==> src/rtl/axi_slave_responder_if.sv <==
// AXI4 channel bundle between a NoC load generator (master) and the responder (slave).
// Latency: none, wires only.
// Backpressure: carried by the per-channel valid/ready pairs.
interface axi_slave_responder_if #(
    parameter int DATA_WIDTH = 32,
    parameter int ADDR_WIDTH = 16,
    parameter int ID_W_WIDTH = 5,
    parameter int ID_R_WIDTH = 5
);
    logic                  aw_valid;
    logic                  aw_ready;
    logic [ID_W_WIDTH-1:0] aw_id;
    logic [ADDR_WIDTH-1:0] aw_addr;
    logic [7:0]            aw_len;

    logic                  w_valid;
    logic                  w_ready;
    logic [DATA_WIDTH-1:0] w_data;
    logic                  w_last;

    logic                  b_valid;
    logic                  b_ready;
    logic [ID_W_WIDTH-1:0] b_id;
    logic [1:0]            b_resp;

    logic                  ar_valid;
    logic                  ar_ready;
    logic [ID_R_WIDTH-1:0] ar_id;
    logic [ADDR_WIDTH-1:0] ar_addr;
    logic [7:0]            ar_len;

    logic                  r_valid;
    logic                  r_ready;
    logic [ID_R_WIDTH-1:0] r_id;
    logic [DATA_WIDTH-1:0] r_data;
    logic [1:0]            r_resp;
    logic                  r_last;

    modport master (
        output aw_valid, aw_id, aw_addr, aw_len,
        output w_valid, w_data, w_last,
        output b_ready,
        output ar_valid, ar_id, ar_addr, ar_len,
        output r_ready,
        input  aw_ready, w_ready, b_valid, b_id, b_resp,
        input  ar_ready, r_valid, r_id, r_data, r_resp, r_last
    );

    modport slave (
        input  aw_valid, aw_id, aw_addr, aw_len,
        input  w_valid, w_data, w_last,
        input  b_ready,
        input  ar_valid, ar_id, ar_addr, ar_len,
        input  r_ready,
        output aw_ready, w_ready, b_valid, b_id, b_resp,
        output ar_ready, r_valid, r_id, r_data, r_resp, r_last
    );
endinterface

==> src/rtl/axi_slave_responder.sv <==
// AXI4 traffic sink: queues AW/AR, checks W pattern and length, returns in-order B and R bursts.
// Latency: W accepted 1 cycle after its AW; B valid 1 cycle after WLAST; R bursts back-to-back with no bubble.
// Backpressure: AW/AR stall when their queue is full; W stalls with no AW queued or B queue full.
module axi_slave_responder #(
    parameter int                    DATA_WIDTH   = 32,
    parameter int                    ADDR_WIDTH   = 16,
    parameter int                    ID_W_WIDTH   = 5,
    parameter int                    ID_R_WIDTH   = 5,
    parameter int                    FIFO_DEPTH   = 8,
    parameter logic [DATA_WIDTH-1:0] PATTERN_BASE = 'h30
) (
    input  logic                         clk_i,
    input  logic                         arstn_i,
    axi_slave_responder_if.slave         s_axi,
    output logic [15:0]                  wr_cnt_o,
    output logic [15:0]                  rd_cnt_o,
    output logic                         wdata_err_o,
    output logic                         wlen_err_o,
    output logic                         idle_o
);
    localparam int PW  = $clog2(FIFO_DEPTH);
    localparam int AWE = ID_W_WIDTH + ADDR_WIDTH + 8;
    localparam int ARE = ID_R_WIDTH + ADDR_WIDTH + 8;
    localparam int SW  = ADDR_WIDTH + 16;
    localparam logic [PW:0] PTR_ONE  = 1;
    localparam logic [PW:0] PTR_FULL = {1'b1, {PW{1'b0}}};

    typedef enum logic {R_IDLE, R_BURST} r_state_t;

    // Queue storage and wrap-bit pointers (full when only the wrap bit differs)
    logic [AWE-1:0]        aw_mem [FIFO_DEPTH];
    logic [ID_W_WIDTH-1:0] b_mem  [FIFO_DEPTH];
    logic [ARE-1:0]        ar_mem [FIFO_DEPTH];
    logic [PW:0]           aw_wp, aw_rp, b_wp, b_rp, ar_wp, ar_rp;
    logic                  aw_empty, aw_full, b_empty, b_full, ar_empty, ar_full;

    logic                  up_q;
    logic [7:0]            wcnt;
    logic [ID_W_WIDTH-1:0] awh_id;
    logic [ADDR_WIDTH-1:0] awh_addr;
    logic [7:0]            awh_len;
    logic [ID_R_WIDTH-1:0] arh_id;
    logic [ADDR_WIDTH-1:0] arh_addr;
    logic [7:0]            arh_len;
    logic [DATA_WIDTH-1:0] w_exp;

    r_state_t              state_q, state_d;
    logic                  ar_pop;
    logic [ID_R_WIDTH-1:0] r_id_q;
    logic [ADDR_WIDTH-1:0] r_addr_q;
    logic [7:0]            r_len_q;
    logic [7:0]            beat_q;
    logic [SW-1:0]         r_sum;

    logic aw_push, w_fire, w_done, b_pop, ar_push, r_fire, r_done;

    assign aw_empty = (aw_wp == aw_rp);
    assign aw_full  = ((aw_wp ^ aw_rp) == PTR_FULL);
    assign b_empty  = (b_wp == b_rp);
    assign b_full   = ((b_wp ^ b_rp) == PTR_FULL);
    assign ar_empty = (ar_wp == ar_rp);
    assign ar_full  = ((ar_wp ^ ar_rp) == PTR_FULL);

    // Ready outputs stay low until the first clock after reset release
    assign s_axi.aw_ready = up_q && !aw_full;
    assign s_axi.w_ready  = !aw_empty && !b_full;
    assign s_axi.ar_ready = up_q && !ar_full;
    assign s_axi.b_valid  = !b_empty;
    assign s_axi.b_id     = b_mem[b_rp[PW-1:0]];
    assign s_axi.b_resp   = 2'b00;

    assign aw_push = s_axi.aw_valid && s_axi.aw_ready;
    assign w_fire  = s_axi.w_valid && s_axi.w_ready;
    assign w_done  = w_fire && s_axi.w_last;
    assign b_pop   = s_axi.b_valid && s_axi.b_ready;
    assign ar_push = s_axi.ar_valid && s_axi.ar_ready;
    assign r_fire  = s_axi.r_valid && s_axi.r_ready;
    assign r_done  = r_fire && s_axi.r_last;

    assign {awh_id, awh_addr, awh_len} = aw_mem[aw_rp[PW-1:0]];
    assign {arh_id, arh_addr, arh_len} = ar_mem[ar_rp[PW-1:0]];
    assign w_exp = PATTERN_BASE + DATA_WIDTH'(awh_addr >> 2);

    // R beat is presented straight from the latched request and beat index
    assign r_sum          = SW'(r_addr_q) + SW'(beat_q) * SW'(DATA_WIDTH / 8);
    assign s_axi.r_valid  = (state_q == R_BURST);
    assign s_axi.r_id     = r_id_q;
    assign s_axi.r_data   = DATA_WIDTH'(r_sum);
    assign s_axi.r_resp   = 2'b00;
    assign s_axi.r_last   = (beat_q == r_len_q);

    assign idle_o = aw_empty && b_empty && ar_empty && (state_q == R_IDLE) && (wcnt == 8'd0);

    // Queue payload writes; contents are meaningless until the pointers say otherwise
    always_ff @(posedge clk_i) begin
        if (aw_push) aw_mem[aw_wp[PW-1:0]] <= {s_axi.aw_id, s_axi.aw_addr, s_axi.aw_len};
        if (w_done)  b_mem[b_wp[PW-1:0]]   <= awh_id;
        if (ar_push) ar_mem[ar_wp[PW-1:0]] <= {s_axi.ar_id, s_axi.ar_addr, s_axi.ar_len};
    end

    // Queue pointers, W beat tracking, sticky error flags and completion counters
    always_ff @(posedge clk_i or negedge arstn_i) begin
        if (!arstn_i) begin
            up_q        <= 1'b0;
            aw_wp       <= '0;
            aw_rp       <= '0;
            b_wp        <= '0;
            b_rp        <= '0;
            ar_wp       <= '0;
            ar_rp       <= '0;
            wcnt        <= 8'd0;
            wdata_err_o <= 1'b0;
            wlen_err_o  <= 1'b0;
            wr_cnt_o    <= 16'd0;
            rd_cnt_o    <= 16'd0;
        end else begin
            up_q <= 1'b1;
            if (aw_push) aw_wp <= aw_wp + PTR_ONE;
            if (w_done)  aw_rp <= aw_rp + PTR_ONE;
            if (w_done)  b_wp  <= b_wp + PTR_ONE;
            if (b_pop)   b_rp  <= b_rp + PTR_ONE;
            if (ar_push) ar_wp <= ar_wp + PTR_ONE;
            if (ar_pop)  ar_rp <= ar_rp + PTR_ONE;
            if (w_fire) begin
                if (s_axi.w_data != w_exp) wdata_err_o <= 1'b1;
                // WLAST ends the burst; AWLEN is only checked against it
                if ((s_axi.w_last && wcnt != awh_len) || (!s_axi.w_last && wcnt == awh_len))
                    wlen_err_o <= 1'b1;
                wcnt <= s_axi.w_last ? 8'd0 : wcnt + 8'd1;
            end
            if (b_pop)  wr_cnt_o <= wr_cnt_o + 16'd1;
            if (r_done) rd_cnt_o <= rd_cnt_o + 16'd1;
        end
    end

    // R FSM state and latched read request
    always_ff @(posedge clk_i or negedge arstn_i) begin
        if (!arstn_i) begin
            state_q  <= R_IDLE;
            r_id_q   <= '0;
            r_addr_q <= '0;
            r_len_q  <= 8'd0;
            beat_q   <= 8'd0;
        end else begin
            state_q <= state_d;
            if (ar_pop) begin
                r_id_q   <= arh_id;
                r_addr_q <= arh_addr;
                r_len_q  <= arh_len;
                beat_q   <= 8'd0;
            end else if (r_fire) begin
                beat_q <= beat_q + 8'd1;
            end
        end
    end

    // R FSM next state: load the next request on the last beat to avoid a bubble
    always_comb begin
        state_d = state_q;
        ar_pop  = 1'b0;
        case (state_q)
            R_IDLE: begin
                if (!ar_empty) begin
                    ar_pop  = 1'b1;
                    state_d = R_BURST;
                end
            end
            R_BURST: begin
                if (r_done) begin
                    if (!ar_empty) ar_pop = 1'b1;
                    else           state_d = R_IDLE;
                end
            end
            default: state_d = R_IDLE;
        endcase
    end
endmodule

==> src/flat_wrapper.sv <==
// flat-port wrapper written by rule: the top's interface ports become plain ports
module axi_slave_responder_flat 
#(
    parameter int                    DATA_WIDTH   = 32,
    parameter int                    ADDR_WIDTH   = 16,
    parameter int                    ID_W_WIDTH   = 5,
    parameter int                    ID_R_WIDTH   = 5,
    parameter int                    FIFO_DEPTH   = 8,
    parameter logic [DATA_WIDTH-1:0] PATTERN_BASE = 'h30
)
  (clk_i, arstn_i, wr_cnt_o, rd_cnt_o, wdata_err_o, wlen_err_o, idle_o, s_axi_aw_valid, s_axi_aw_id, s_axi_aw_addr, s_axi_aw_len, s_axi_w_valid, s_axi_w_data, s_axi_w_last, s_axi_b_ready, s_axi_ar_valid, s_axi_ar_id, s_axi_ar_addr, s_axi_ar_len, s_axi_r_ready, s_axi_aw_ready, s_axi_w_ready, s_axi_b_valid, s_axi_b_id, s_axi_b_resp, s_axi_ar_ready, s_axi_r_valid, s_axi_r_id, s_axi_r_data, s_axi_r_resp, s_axi_r_last);
  axi_slave_responder_if #(.DATA_WIDTH(DATA_WIDTH), .ADDR_WIDTH(ADDR_WIDTH), .ID_W_WIDTH(ID_W_WIDTH), .ID_R_WIDTH(ID_R_WIDTH)) s_axi_i ();
  input  logic clk_i;
  input  logic arstn_i;
  output logic [15:0] wr_cnt_o;
  output logic [15:0] rd_cnt_o;
  output logic wdata_err_o;
  output logic wlen_err_o;
  output logic idle_o;
  input wire logic [$bits(s_axi_i.aw_valid)-1:0] s_axi_aw_valid;
  input wire logic [$bits(s_axi_i.aw_id)-1:0] s_axi_aw_id;
  input wire logic [$bits(s_axi_i.aw_addr)-1:0] s_axi_aw_addr;
  input wire logic [$bits(s_axi_i.aw_len)-1:0] s_axi_aw_len;
  input wire logic [$bits(s_axi_i.w_valid)-1:0] s_axi_w_valid;
  input wire logic [$bits(s_axi_i.w_data)-1:0] s_axi_w_data;
  input wire logic [$bits(s_axi_i.w_last)-1:0] s_axi_w_last;
  input wire logic [$bits(s_axi_i.b_ready)-1:0] s_axi_b_ready;
  input wire logic [$bits(s_axi_i.ar_valid)-1:0] s_axi_ar_valid;
  input wire logic [$bits(s_axi_i.ar_id)-1:0] s_axi_ar_id;
  input wire logic [$bits(s_axi_i.ar_addr)-1:0] s_axi_ar_addr;
  input wire logic [$bits(s_axi_i.ar_len)-1:0] s_axi_ar_len;
  input wire logic [$bits(s_axi_i.r_ready)-1:0] s_axi_r_ready;
  output wire logic [$bits(s_axi_i.aw_ready)-1:0] s_axi_aw_ready;
  output wire logic [$bits(s_axi_i.w_ready)-1:0] s_axi_w_ready;
  output wire logic [$bits(s_axi_i.b_valid)-1:0] s_axi_b_valid;
  output wire logic [$bits(s_axi_i.b_id)-1:0] s_axi_b_id;
  output wire logic [$bits(s_axi_i.b_resp)-1:0] s_axi_b_resp;
  output wire logic [$bits(s_axi_i.ar_ready)-1:0] s_axi_ar_ready;
  output wire logic [$bits(s_axi_i.r_valid)-1:0] s_axi_r_valid;
  output wire logic [$bits(s_axi_i.r_id)-1:0] s_axi_r_id;
  output wire logic [$bits(s_axi_i.r_data)-1:0] s_axi_r_data;
  output wire logic [$bits(s_axi_i.r_resp)-1:0] s_axi_r_resp;
  output wire logic [$bits(s_axi_i.r_last)-1:0] s_axi_r_last;
  assign s_axi_i.aw_valid = s_axi_aw_valid;
  assign s_axi_i.aw_id = s_axi_aw_id;
  assign s_axi_i.aw_addr = s_axi_aw_addr;
  assign s_axi_i.aw_len = s_axi_aw_len;
  assign s_axi_i.w_valid = s_axi_w_valid;
  assign s_axi_i.w_data = s_axi_w_data;
  assign s_axi_i.w_last = s_axi_w_last;
  assign s_axi_i.b_ready = s_axi_b_ready;
  assign s_axi_i.ar_valid = s_axi_ar_valid;
  assign s_axi_i.ar_id = s_axi_ar_id;
  assign s_axi_i.ar_addr = s_axi_ar_addr;
  assign s_axi_i.ar_len = s_axi_ar_len;
  assign s_axi_i.r_ready = s_axi_r_ready;
  assign s_axi_aw_ready = s_axi_i.aw_ready;
  assign s_axi_w_ready = s_axi_i.w_ready;
  assign s_axi_b_valid = s_axi_i.b_valid;
  assign s_axi_b_id = s_axi_i.b_id;
  assign s_axi_b_resp = s_axi_i.b_resp;
  assign s_axi_ar_ready = s_axi_i.ar_ready;
  assign s_axi_r_valid = s_axi_i.r_valid;
  assign s_axi_r_id = s_axi_i.r_id;
  assign s_axi_r_data = s_axi_i.r_data;
  assign s_axi_r_resp = s_axi_i.r_resp;
  assign s_axi_r_last = s_axi_i.r_last;
  axi_slave_responder #(.DATA_WIDTH(DATA_WIDTH), .ADDR_WIDTH(ADDR_WIDTH), .ID_W_WIDTH(ID_W_WIDTH), .ID_R_WIDTH(ID_R_WIDTH), .FIFO_DEPTH(FIFO_DEPTH), .PATTERN_BASE(PATTERN_BASE)) u_core (.clk_i(clk_i), .arstn_i(arstn_i), .s_axi(s_axi_i), .wr_cnt_o(wr_cnt_o), .rd_cnt_o(rd_cnt_o), .wdata_err_o(wdata_err_o), .wlen_err_o(wlen_err_o), .idle_o(idle_o));
endmodule
==> config.mk <==
export PLATFORM = sky130hd
export DESIGN_NAME = axi_slave_responder_flat
export DESIGN_NICKNAME = d
export VERILOG_FILES = /design/src/rtl/axi_slave_responder_if.sv /design/src/rtl/axi_slave_responder.sv /design/src/flat_wrapper.sv
export SDC_FILE = /design/constraint.sdc
export NUM_CORES = 1
export LEC_CHECK = 0
export BUFFER_PORTS_ARGS = -buffer_cell sky130_fd_sc_hd__buf_2
export CORE_UTILIZATION = 60
export DETAILED_ROUTE_END_ITERATION = 12
export PLACE_DENSITY = 0.91
export RECOVER_POWER = 25
export SETUP_SLACK_MARGIN = 0.15
export SLEW_MARGIN = 30
export SYNTH_ARGS = -nofsm -noshare
export SYNTH_HDL_FRONTEND = slang
export SYNTH_SLANG_ARGS = --single-unit
export TNS_END_PERCENT = 100
==> constraint.sdc <==
create_clock -name clk_i -period 4.82 [get_ports clk_i]
set_input_delay 0 -clock clk_i [delete_from_list [all_inputs] [get_ports clk_i]]
set_output_delay 0 -clock clk_i [all_outputs]
set_load 0.01 [all_outputs]
==> Word-level counts from Yosys, hierarchy flattened <==
Memory sizes are Yosys's and may differ from the RTL's. A register that Yosys moved wholly into a read port is not among the register bits.
Index checks and enable logic that the tools add are counted.
{ "word_totals": {"in_bits": 98, "memories": 3, "out_inout_bits": 87, "wordCells": 85, "ff_bits": 76, "mem_bits_rw": 504} }
{ "op_classes": {"reduce_logical": 28, "n_eq_ne": 10, "n_bitwise": 4, "mux": 14, "add_sub_neg": 12} }
{ "mem_list": {"columns": ["name", "words", "width", "rd", "rd_clocked_by_memory_dff", "wr", "line", "source"], "rows": [
  ["u_core.ar_mem", 8, 29, 1, 1, 1, "axi_slave_responder.sv:33", "logic [ARE-1:0] ar_mem [FIFO_DEPTH];"],
  ["u_core.aw_mem", 8, 29, 1, 0, 1, "axi_slave_responder.sv:31", "logic [AWE-1:0] aw_mem [FIFO_DEPTH];"],
  ["u_core.b_mem", 8, 5, 1, 0, 1, "axi_slave_responder.sv:32", "logic [ID_W_WIDTH-1:0] b_mem [FIFO_DEPTH];"]
]} }
{ "op_table": {"columns": ["operator", "count"], "rows": [
  ["adder 16 x 1 -> 16 bit (second input constant)", 2],
  ["!= test 32 bit", 1],
  ["adder 4 x 1 -> 4 bit (second input constant)", 6],
  ["2-to-1 mux 8 bit", 3],
  ["adder 16 x 10 -> 17 bit", 1],
  ["adder 8 x 1 -> 8 bit (second input constant)", 2],
  ["== test 8 bit", 2],
  ["logical AND 1 bit", 16],
  ["adder 6 x 14 -> 15 bit (first input constant)", 1],
  ["== test 4 bit", 3],
  ["== test 4 bit (second input constant)", 3],
  ["bitwise XOR 4 bit", 3],
  ["2-to-1 mux 1 bit", 9],
  ["zero test 8 bit", 1],
  ["!= test 8 bit", 1],
  ["zero test 1 bit", 7],
  ["case mux 1 bit (2 select lines)", 2],
  ["AND reduction 2 bit", 2],
  ["nonzero test 2 bit", 1],
  ["logical OR 1 bit", 1],
  ["inverter 1 bit", 1]
]} }

==> Logic depth before layout (Yosys ltp) <==
{ "logic_depth": {"depth_word": 8, "depth_mapped": 13, "ltp_nobuf": 11} }

==> Worst setup path after synthesis <==
OpenSTA, ideal clock, no wires.
{ "synth_timing": {"path_type": "reg2reg", "start": "reg u_core.ar_wp[2]", "end": "mem u_core.ar_mem[0][0] in the netlist's numbering (enable)", "stages_incl_launch_ff": 9, "setup_time_ns": 0.451, "synth_period_minus_slack_ns": 4.063, "setup_slack_ns": 0.757, "required_ns": 4.369, "t_arrival_ns": 3.612, "path_cell_list": "dfrtp_1 -> clkbuf_1 -> xor2_1 -> nor3_1 -> a21boi_0 -> and2_1 -> clkbuf_1 -> nand2b_1 -> nor3_1"} }
{ "synth_via": {"elab_chain_cells": 7} }
{ "synth_rtl": {"columns": ["item", "line", "source"], "rows": [
  ["start: declaration", "axi_slave_responder.sv:34", "logic [PW:0] aw_wp, aw_rp, b_wp, b_rp, ar_wp, ar_rp;"],
  ["start signal: assignment", "axi_slave_responder.sv:122", "if (ar_push) ar_wp <= ar_wp + PTR_ONE;"],
  ["bitwise XOR 4 bit", "axi_slave_responder.sv:62", "assign ar_full = ((ar_wp ^ ar_rp) == PTR_FULL);"],
  ["== test 4 bit", "axi_slave_responder.sv:62", null],
  ["zero test 1 bit", "axi_slave_responder.sv:67", "assign s_axi.ar_ready = up_q && !ar_full;"],
  ["logical AND 1 bit", "axi_slave_responder.sv:67", null],
  ["via s_axi_ar_ready", "flat_wrapper.sv:38", "output wire logic [$bits(s_axi_i.ar_ready)-1:0] s_axi_ar_ready;"],
  ["logical AND 1 bit", "axi_slave_responder.sv:76", "assign ar_push = s_axi.ar_valid && s_axi.ar_ready;"],
  ["2-to-1 mux 1 bit", "axi_slave_responder.sv:98", "if (ar_push) ar_mem[ar_wp[PW-1:0]] <= {s_axi.ar_id, s_axi.ar_addr, s_axi.ar_len};"],
  ["2-to-1 mux 1 bit (not written as such)", "axi_slave_responder.sv:98", null],
  ["end: declaration", "axi_slave_responder.sv:33", null]
]} }
The timed path passes the listed nets, and every way through them passes these cells.

==> Final worst setup path <==
{ "layout_timing": {"start": "reg u_core.aw_rp[2]", "end": "reg u_core.wdata_err_o"} }
{ "layout_via": {"elab_chain_cells": 5} }
{ "layout_rtl": {"columns": ["item", "line", "source"], "rows": [
  ["start: declaration", "axi_slave_responder.sv:34", null],
  ["start signal: assignment", "axi_slave_responder.sv:119", "if (w_done) aw_rp <= aw_rp + PTR_ONE;"],
  ["parallel branches: the longest is 4 deep, another holds memory read (8 x 29 bit)", null, null],
  ["AND reduction 2 bit (no line) (*)", null, null],
  ["end signal: assignment", "axi_slave_responder.sv:112", "wdata_err_o <= 1'b0;"],
  ["end signal: assignment", "axi_slave_responder.sv:125", "if (s_axi.w_data != w_exp) wdata_err_o <= 1'b1;"],
  ["end: declaration", "axi_slave_responder.sv:17", "output logic wdata_err_o,"]
]} }
Mark *: on every way between the ends.
A chain may end at the register's enable or synchronous reset.

==> metrics.cfg <==
[status]
status = finished, final reports clean

[hold_path]
hp-start = s_axi_aw_len[5]
min_path_type = in2reg

[routing]
wirelength_um = 57300
dr.pass1.iters = 6
first_iter_violations = 1258
wl_per_cell_um = 26.4
drc = 0
via_per_inst = 6.23
routed-via-count = 13500
antenna_left = 0

[yosys]
syn_inst = 1344
synthArstFlopShare_pct = 17.7
yosysUniqueCellTypes = 56
yosysTopAreaCellShare_pct = 60.6
syn_avg_cell_area_um2 = 18.0
synth_top_cell_by_area = edfxtp_1
yosys_warnings = 0
synth_area_leaders = edfxtp_1 (61%), dfrtp_1 (11%), mux4_2 (11%)
ys.flop_type = edfxtp_1
ys_seq_area_share_pct = 71.4
synth_edf_count = 488
synth_area_um2 = 24200
ys_ff_latch = 593

[floorplanning]
core_area_um2 = 39700
die_area_um2 = 41100
initial_utilization_pct = 60.9
io-pin-count = 185
dieWidth_um = 203
rows = 73
die_h_um = 203

[pwr]
power_density_nw_per_um2 = 561
p_leak_nw = 9.83
internal-power_w = 0.0106
sw_frac_of_total_pct = 32.2
ir_worst_vdd_v = 0.000398
seqPwrFrac_pct = 44.2
clockPowerShare_pct = 26.5
p_switching_w = 0.00505
p_comb_share_pct = 29.3

[cts]
clock_latency_ps = 610
cts_sinks = 593
clk_pin_slew_worst_paths_ps = 70
htree_levels = 2
ctsLongestPathBuffers = 3
cts_tree = yes
cts_root_buf = clkbuf_16
cts-buffers-inserted = 56

[place]
gp_congestion = 0.856
dpl.hpwl_um = 32200
post-place-ws_ps = 1300
dp.cells = 2000
portBuffers = 163

[timing]
hold_viol = 0
fin_crit_sh_pct = 95.5
finalSetupViolations = 0
skew_ps = 16.6
drv_slew = 0
clock.fmax_ghz = 0.217
tns_ps = 0
relSlewSlack_pct = 38.8
post-route-min-period_ps = 4600
rsz0062_at_grt = no
timing.final.ws_setup_ps = 219
worstMarginPinSlew_ps = 911

[worst_setup_path]
reg2reg_from = u_core.aw_rp[2]
cp_max_fo = 20
crit_type = reg2reg
crit_required_ps = 5310
worstSetupStartpointType = flip-flop
critPathLaunch = u_core.aw_rp[2]
critical_path_arrival_ps = 5090
crit_path_end_kind = flip-flop

[finish]
final_common_cell = edfxtp_1
layout_common_cells = edfxtp_1 (488), buf_2 (121), mux4_2 (116)
area_growth_pct = 15.5
multi_input_area_um2 = 6500
num-fill-cells = 2287
seqCellArea_um2 = 17300
final_net_count = 1721
final_cells = 2172
drive_gt1_share_pct = 24.0

[global_routing]
grt.overflow.total = 0
antenna_found_initial = 1
grt_max_degree = 62
grt_pass1_vias = 14100
groute.usage.overall_pct = 28.4
grt_pass1_wl_um = 85500

[run]
cap_violations = 0

cells by family after synthesis:
| family | count (synthesis) | share of synthesized area (%) |
|---|---|---|
| XOR/XNOR | 110 | 4.01 |
| AND/OR/NAND/NOR | 248 | 4.96 |
| buffers and inverters | 101 | 2.25 |
| multiplexers | 196 | 14.4 |
| adder cells (fa/ha/maj) | 21 | 1.12 |
| AO/OA/AOI/OAI | 73 | 1.77 |
| flip-flops | 593 | 71.4 |
| other | 2 | 0.0310 |
metrics by stage:
step / area (µm²) / hold slack, ps / power (W) / utilization (%)
final: 27900 / 246 / 0.0157 / 70.3
after floorplan: 24300 / -296 / 0.0100 / -
after global routing: 27900 / 256 / 0.0162 / 70.3
after CTS: 28000 / 173 / 0.0157 / 70.4
after detailed placement: 25600 / -39.7 / 0.0114 / 64.4
after global placement: 25600 / -49.5 / 0.0110 / 64.4
Yosys cell counts (4+ instances only):
| library cell | instances |
|---|---|
| mux2_2 | 18 |
| mux2i_1 | 58 |
| nor4_1 | 11 |
| ha_1 | 20 |
| o21ai_0 | 12 |
| edfxtp_1 | 488 |
| xnor2_1 | 62 |
| and3_1 | 9 |
| nor3_1 | 17 |
| buf_1 | 4 |
| dfrtp_1 | 105 |
| nand2b_1 | 8 |
| buf_4 | 24 |
| nand4_1 | 21 |
| mux4_2 | 116 |
| inv_1 | 22 |
| nand2_1 | 59 |
| buf_2 | 15 |
| xor2_1 | 47 |
| a21boi_0 | 4 |
| buf_6 | 5 |
| and2_1 | 5 |
| clkbuf_1 | 28 |
| nand3_1 | 17 |
| a21oi_1 | 38 |
| a21o_1 | 4 |
| nor2_1 | 79 |
cell type report:
cell class | count | area share, %
antenna | 1 | 0.00896
clock buffer | 81 | 5.50
clock inverter | 21 | 0.591
inverter | 22 | 0.296
multi-input combinational | 668 | 23.3
sequential | 593 | 61.9
tap | 525 | 2.35
timing repair buffer | 261 | 6.08
critical path: stages, from the launching register on:
cell and delay [ps]:
dfrtp_4 660, buf_4 340, mux2i_1 150, a22oi_1 240
nand3_1 200, ha_1 320, nor3_2 470, nand2_1 240
mux2i_1 260, mux2i_1 120, o21ai_0 200, dlygate4sd3_1 610
a31oi_1 90, dlygate4sd3_1 580
what timing repair did:
action	4_1_cts	5_1_grt
hold endpoints to repair	578	0
gates resized for setup	0	1
hold buffers	69	0
setup buffers	0	0
setup endpoints to repair	0	1
metal layers:
metal  GRT usage (%)  up-vias  wire length (µm)
met4            11.2        0              2110
met3            5.15      169              4410
met2            51.2      772             31200
li1                -     5681                 -
met5               0        -                 0
met1            33.7     6916             19600
sequential cells by signal (all words and copies together) (netlist names), 4 cells and up:
signal	cells
u_core.ar_mem	232
u_core.aw_mem	216
u_core.b_mem	40
u_core.r_addr_q	16
u_core.rd_cnt_o	16
u_core.wr_cnt_o	16
u_core.beat_q	8
u_core.r_len_q	8
u_core.wcnt	8
u_core.s_axi.r_id	5
u_core.ar_rp	4
u_core.ar_wp	4
u_core.aw_rp	4
u_core.aw_wp	4
u_core.b_rp	4
u_core.b_wp	4
final timing paths:
check	endpoint	slack, ps	depth (start not counted)
max	u_core.wdata_err_o	220	13
min	u_core.aw_mem[2][5]	250	2
max reg2reg	u_core.wdata_err_o	220	13
min reg2reg	u_core.rd_cnt_o[15]	470	1
max in group asynchronous	u_core.ar_rp[0]	3680	4
min in group asynchronous	u_core.rd_cnt_o[4]	480	4
power by group through the flow:
stage                     combinational (W)  clock [W]  sequential, W
after floorplan                     0.00341          0        0.00663
after global placement              0.00413          0        0.00691
after detailed placement            0.00437          0        0.00698
after CTS                           0.00456    0.00418        0.00691
after global routing                0.00489    0.00437        0.00698
final                               0.00459    0.00416        0.00693
Power figures use the tool's default switching activity.
